File: config.mk
export PLATFORM = sky130hd
export DESIGN_NAME = hilo_muldiv
export DESIGN_NICKNAME = d
export VERILOG_FILES = /design/src/rtl/hilo_muldiv.sv
export SDC_FILE = /design/constraint.sdc
export NUM_CORES = 1
export LEC_CHECK = 0
export BUFFER_PORTS_ARGS = -buffer_cell sky130_fd_sc_hd__buf_4
export CAP_MARGIN = 15
export CORE_MARGIN = 8
export CORE_UTILIZATION = 60
export CTS_BUF_LIST = sky130_fd_sc_hd__clkbuf_4
export DETAILED_ROUTE_END_ITERATION = 7
export HOLD_SLACK_MARGIN = 0.03
export PLACE_DENSITY = 0.86
export SLEW_MARGIN = 10
export SYNTH_ARGS = -nofsm -noshare
export SYNTH_HDL_FRONTEND = slang
export SYNTH_SLANG_ARGS = --single-unit
File: constraint.sdc
create_clock -name clk -period 6 [get_ports clk]
set_input_delay 0.6 -clock clk [delete_from_list [all_inputs] [get_ports clk]]
set_output_delay 0.6 -clock clk [all_outputs]
set_load 0.02 [all_outputs]
File: src/rtl/hilo_muldiv.sv
// hilo_muldiv: iterative EX-stage MULT/MULTU/DIV/DIVU unit producing one HI/LO write, with MTHI/MTLO pass-through
module hilo_muldiv #(
  parameter int WIDTH = 32
) (
  input  logic             clk,
  input  logic             rst,
  input  logic [5:0]       stall,
  input  logic             op_valid,
  input  logic             inst_mult,
  input  logic             inst_multu,
  input  logic             inst_div,
  input  logic             inst_divu,
  input  logic             inst_mthi,
  input  logic             inst_mtlo,
  input  logic [WIDTH-1:0] src_a,
  input  logic [WIDTH-1:0] src_b,
  input  logic             cancel,
  output logic             stallreq,
  output logic             hi_we,
  output logic             lo_we,
  output logic [WIDTH-1:0] hi_out,
  output logic [WIDTH-1:0] lo_out
);
  localparam int CW = $clog2(WIDTH);
  localparam logic [1:0] S_IDLE = 2'd0;
  localparam logic [1:0] S_CALC = 2'd1;
  localparam logic [1:0] S_DONE = 2'd2;
  logic [1:0]         state_q, state_d;
  logic [CW-1:0]      cnt_q, cnt_d;
  logic [2*WIDTH-1:0] acc_q, acc_d;
  logic [WIDTH-1:0]   b_q, b_d, hi_q, hi_d, lo_q, lo_d;
  logic               div_q, div_d, neg_q, neg_d, nrem_q, nrem_d;
  logic               is_md, is_div, sgn, live, in_done, mth, mtl;
  logic [WIDTH-1:0]   abs_a, abs_b, quo, rem;
  logic [WIDTH:0]     mul_sum, div_sh, div_diff;
  logic [2*WIDTH-1:0] iter, prod;
  logic               unused_stall;
  assign unused_stall = ^{stall[5:3], stall[1:0]};
  // One datapath iteration: shift-add for multiply, restoring shift-subtract for divide, plus final sign fix-up
  always_comb begin
    is_md    = op_valid & (inst_mult | inst_multu | inst_div | inst_divu);
    is_div   = inst_div | inst_divu;
    sgn      = inst_mult | inst_div;
    abs_a    = (sgn && src_a[WIDTH-1]) ? -src_a : src_a;
    abs_b    = (sgn && src_b[WIDTH-1]) ? -src_b : src_b;
    mul_sum  = {1'b0, acc_q[2*WIDTH-1:WIDTH]} + (acc_q[0] ? {1'b0, b_q} : '0);
    div_sh   = acc_q[2*WIDTH-1:WIDTH-1];
    div_diff = div_sh - {1'b0, b_q};
    iter     = !div_q ? {mul_sum, acc_q[WIDTH-1:1]} :
               div_diff[WIDTH] ? {div_sh[WIDTH-1:0], acc_q[WIDTH-2:0], 1'b0} :
                                 {div_diff[WIDTH-1:0], acc_q[WIDTH-2:0], 1'b1};
    prod     = neg_q ? -iter : iter;
    quo      = neg_q ? -iter[WIDTH-1:0] : iter[WIDTH-1:0];
    rem      = nrem_q ? -iter[2*WIDTH-1:WIDTH] : iter[2*WIDTH-1:WIDTH];
  end
  // Next-state: issue from IDLE, iterate in CALC, hold DONE until EX is released; cancel always wins
  always_comb begin
    state_d = state_q;
    cnt_d   = cnt_q;
    acc_d   = acc_q;
    b_d     = b_q;
    div_d   = div_q;
    neg_d   = neg_q;
    nrem_d  = nrem_q;
    hi_d    = hi_q;
    lo_d    = lo_q;
    if (cancel) begin
      state_d = S_IDLE;
    end else if (state_q == S_IDLE && is_md && is_div && src_b == '0) begin
      state_d = S_DONE;
      hi_d    = src_a;
      lo_d    = '1;
    end else if (state_q == S_IDLE && is_md) begin
      state_d = S_CALC;
      cnt_d   = '0;
      acc_d   = {{WIDTH{1'b0}}, abs_a};
      b_d     = abs_b;
      div_d   = is_div;
      neg_d   = sgn & (src_a[WIDTH-1] ^ src_b[WIDTH-1]);
      nrem_d  = inst_div & src_a[WIDTH-1];
    end else if (state_q == S_CALC) begin
      acc_d = iter;
      cnt_d = cnt_q + 1'b1;
      if (cnt_q == CW'(WIDTH - 1)) begin
        state_d = S_DONE;
        hi_d    = div_q ? rem : prod[2*WIDTH-1:WIDTH];
        lo_d    = div_q ? quo : prod[WIDTH-1:0];
      end
    end else if (state_q == S_DONE && !stall[2]) begin
      state_d = S_IDLE;
    end
  end
  // State and datapath registers
  always_ff @(posedge clk) begin
    if (rst) begin
      state_q <= S_IDLE;
      cnt_q   <= '0;
      acc_q   <= '0;
      b_q     <= '0;
      div_q   <= 1'b0;
      neg_q   <= 1'b0;
      nrem_q  <= 1'b0;
      hi_q    <= '0;
      lo_q    <= '0;
    end else begin
      state_q <= state_d;
      cnt_q   <= cnt_d;
      acc_q   <= acc_d;
      b_q     <= b_d;
      div_q   <= div_d;
      neg_q   <= neg_d;
      nrem_q  <= nrem_d;
      hi_q    <= hi_d;
      lo_q    <= lo_d;
    end
  end
  // Outputs: result write in DONE, MTHI/MTLO pass-through in IDLE, everything silenced by rst or cancel
  always_comb begin
    live     = !rst && !cancel;
    in_done  = state_q == S_DONE;
    mth      = op_valid && inst_mthi && state_q == S_IDLE;
    mtl      = op_valid && inst_mtlo && state_q == S_IDLE;
    stallreq = live && (state_q == S_CALC || (state_q == S_IDLE && is_md));
    hi_we    = live && (in_done || mth);
    lo_we    = live && (in_done || mtl);
    hi_out   = !live ? '0 : in_done ? hi_q : mth ? src_a : '0;
    lo_out   = !live ? '0 : in_done ? lo_q : mtl ? src_a : '0;
  end
endmodule

==> metrics <==
CTS Hold Bufs 0; filler instances 2305; post-synth cell types 94; Tot Pwr 0.00310 W; Pre-antenna DRT Iters 8; Design Area, Final about 17000 sq um; Mapped Nets between 2k and 2.5k; TritonCTS buffer count 17; vias in the first global route 16.0k; Syn Inst Count 2181; global placement routability congestion 1.03; Avg Inst Size Synth 7.14 sq um; Area growth syn-to-layout 10.3%; Ports 147; max incr delay on CP 0.54 ns; Worst VDD drop roughly 0.00012 V; Post-synth EDFFs 0; grt ovf 0; CTS Buffer Depth 2; worst slew pin tran 1.16 ns; Wirelength per Cell roughly 22 um; crit end category flop; power per cell area 180 nW/um^2; Die Ht 177 um; worst hold path type input pin to flop; CP max stage cell a2111o_1; post-route ant nets 0; Async S/R FF share, synth 0%; pre-CTS setup slack 0.680 ns; Top FF cell, synth dfxtp_1; dpl hpwl 44.3 mm; Clock Skews between 0.04 and 0.05 ns; WL final between 50 and 60 mm; RSZ-0062 raised after global routing false; number of port buffers between 100 and 150; placed cell areas 16800 sq um; Initial Utilization between 60% and 70%; Worst-path clk slew 0.18 ns; max cap viols 0; vias per cell 6.73; Yosys reg bits 170; Leakage 6.87 nW; CP cell instances inv_1 > ha_1 > inv_1 > fa_1 > a21o_1 > a221oi_2 > a2111o_1 > a21bo_2 > a21oi_4 > nor2_2 > a21boi_4 > ha_1 > inv_1 > or3b_1 > nor4b_1 > buf_4 > nand2_1 > nor2_1 > a41oi_1 > o31ai_1 > buf_4 > nand4_1 > a311o_1; Top cell by count, worst path inv_1; Crit Path Category flop to flop; core box area 25800 sq um; CTS H-tree lvls 4; Synth Cell Area 15600 sq um; die area 31400 sq um; period utilisation layout 90.5%; Root Buffer clkbuf_4; failing checks design-rule violations; Final WS setup approximately 0.57 ns; total number of vias 17.4k; maximum clock frequency roughly 180 MHz; postcts setup bufs 0; status finished, violations left; fin cells between 2k and 3k; Worst setup SP type flop; Ys Warns 0; largest net degree at the start of global routing a little under 100; final slew viol count 0; floorplan row count 59; CP Data Required Time 6.50 ns; nets@finish between 2k and 2.5k; drt initial violations 2675; largest fanout on the critical path 5; fin crit period 5.43 ns; Tot GR Track Use between 30% and 40%; WP data arrival approximately 5.9 ns; CTS tree built; placed cell count ~2.5k; Die X between 150 and 200 um; setup TNS 0 ns; layout cells sized above 1 around an eighth; Setup Viol. Count Final 0; Seq/Total Area, Yosys 21.8%; Clk Latency, worst-skew pair 0.64 ns; Final Hold Viols 0; CTS resizes 0; clock sink count 170; first-pass GRT wire length between 80 and 90 mm; initial antenna violation count 1; DRC viols 9; Max-slew headroom 23.0%
## through the flow
step | util, % | hold slack (ns)
CTS | 66.5 | 0.232
global placement | 65.3 | 0.443
global route | 66.7 | 0.232
floorplan | - | 0.432
detailed placement | 65.3 | 0.449
finish | 66.7 | 0.238
## cell usage in the layout (no fill, tap or decap), types with 9 or more instances in the layout
master | Yosys | final
clkbuf_4 | 0 | 18
buf_4 | 2 | 179
nor3_1 | 49 | 47
nor4_1 | 21 | 21
a21oi_1 | 194 | 193
o211ai_1 | 17 | 17
or3_1 | 14 | 14
a211oi_1 | 84 | 84
dfxtp_1 | 170 | 169
mux2i_1 | 40 | 40
o31ai_1 | 22 | 22
nand2_1 | 172 | 172
nand3_1 | 35 | 35
nand4_1 | 23 | 23
xnor2_1 | 88 | 88
o22ai_1 | 25 | 25
or2_2 | 9 | 9
nor2b_1 | 10 | 9
xor2_1 | 76 | 76
mux2_2 | 11 | 11
nor2_1 | 342 | 341
a22oi_1 | 91 | 91
and2_1 | 43 | 43
inv_1 | 67 | 67
and3_1 | 22 | 22
a31oi_1 | 29 | 29
o21ai_0 | 105 | 105
nand2b_1 | 13 | 13
ha_1 | 70 | 70
a21o_1 | 31 | 31
## worst max-delay path, delay by kind of cell (launching register included)
family / cells / cell delay (ns)
buffers and inverters: 5 / 0.62
AO/OA/AOI/OAI: 9 / 2.29
flip-flops: 1 / 0.43
AND/OR/NAND/NOR: 6 / 1.35
adder cells (fa/ha/maj): 3 / 0.63
## final cells by class
cell class / count / area (sq um) / share of cell area [%]
well taps: 335 / 419 / 2.44
repair buffers: 182 / 1410 / 8.21
diodes: 1 / 2.50 / 0.0146
flip-flops and latches: 170 / 3410 / 19.8
clock inverters: 14 / 181 / 1.06
multi-input cells: 1796 / 11400 / 66.2
inverters: 67 / 251 / 1.46
clock buffers: 18 / 135 / 0.786
## cell families after synthesis
logic type / after synthesis / synth area share (%)
AND/OR/NAND/NOR: 792 / 23.5
AO/OA/AOI/OAI: 714 / 30.5
buffers and inverters: 215 / 5.40
flip-flops: 170 / 21.8
XOR/XNOR: 164 / 9.22
adder cells (fa/ha/maj): 72 / 5.88
multiplexers: 54 / 3.67
## cells in the mapped netlist (all sizes together) (13+ instances only)
cell    number  share of area, %
nand4       23              0.92
a21oi      196               6.4
nor4        21              0.84
o31ai       24               1.3
o21ai      113               3.6
a22oi       91               4.4
and2        43               1.7
or3         14              0.56
nand3       36               1.2
buf         23              0.78
ha          70               5.6
a31oi       29               1.2
inv         67               1.6
xnor2       88               4.9
nor3        51               1.7
mux2i       42               2.8
clkbuf     125               3.0
xor2        76               4.3
a211oi      85               4.1
nor2       343               8.3
nand2b      13              0.52
dfxtp      170                22
o211ai      17              0.82
nand2      172               4.1
o22ai       25               1.0
a21o        31               1.5
and3        22              0.88
## sequential cells by signal, indices dropped and copies added, names as in the netlist
signal,count
acc_q,64
b_q,32
hi_q,32
lo_q,32
cnt_q,5
state_q,2
div_q,1
neg_q,1
nrem_q,1
## path summary, 6_finish.rpt
kind / depth (start not counted) / slack [ns] / to / start
hold / removal: 3 / 0.24 / b_q[1] / src_b[1]
hold reg to reg: 2 / 0.47 / hi_q[0] / hi_q[0]
setup / recovery: 23 / 0.57 / hi_q[26] / acc_q[31]
setup reg to reg: 23 / 0.57 / hi_q[26] / acc_q[31]
## routing by layer
metal / wire, um / global-route usage [%]
met5: 0 / 0
met4: 2380 / 14.0
met3: 8060 / 9.58
met2: 24100 / 53.5
met1: 23100 / 47.5
## power breakdown
group	internal (W)	switching (W)
Clock	0.000238	0.000524
Sequential	0.00116	0.0000444
Combinational	0.000398	0.000732
Total	0.00180	0.00130
No activity file was read; power rests on OpenSTA's default activity.
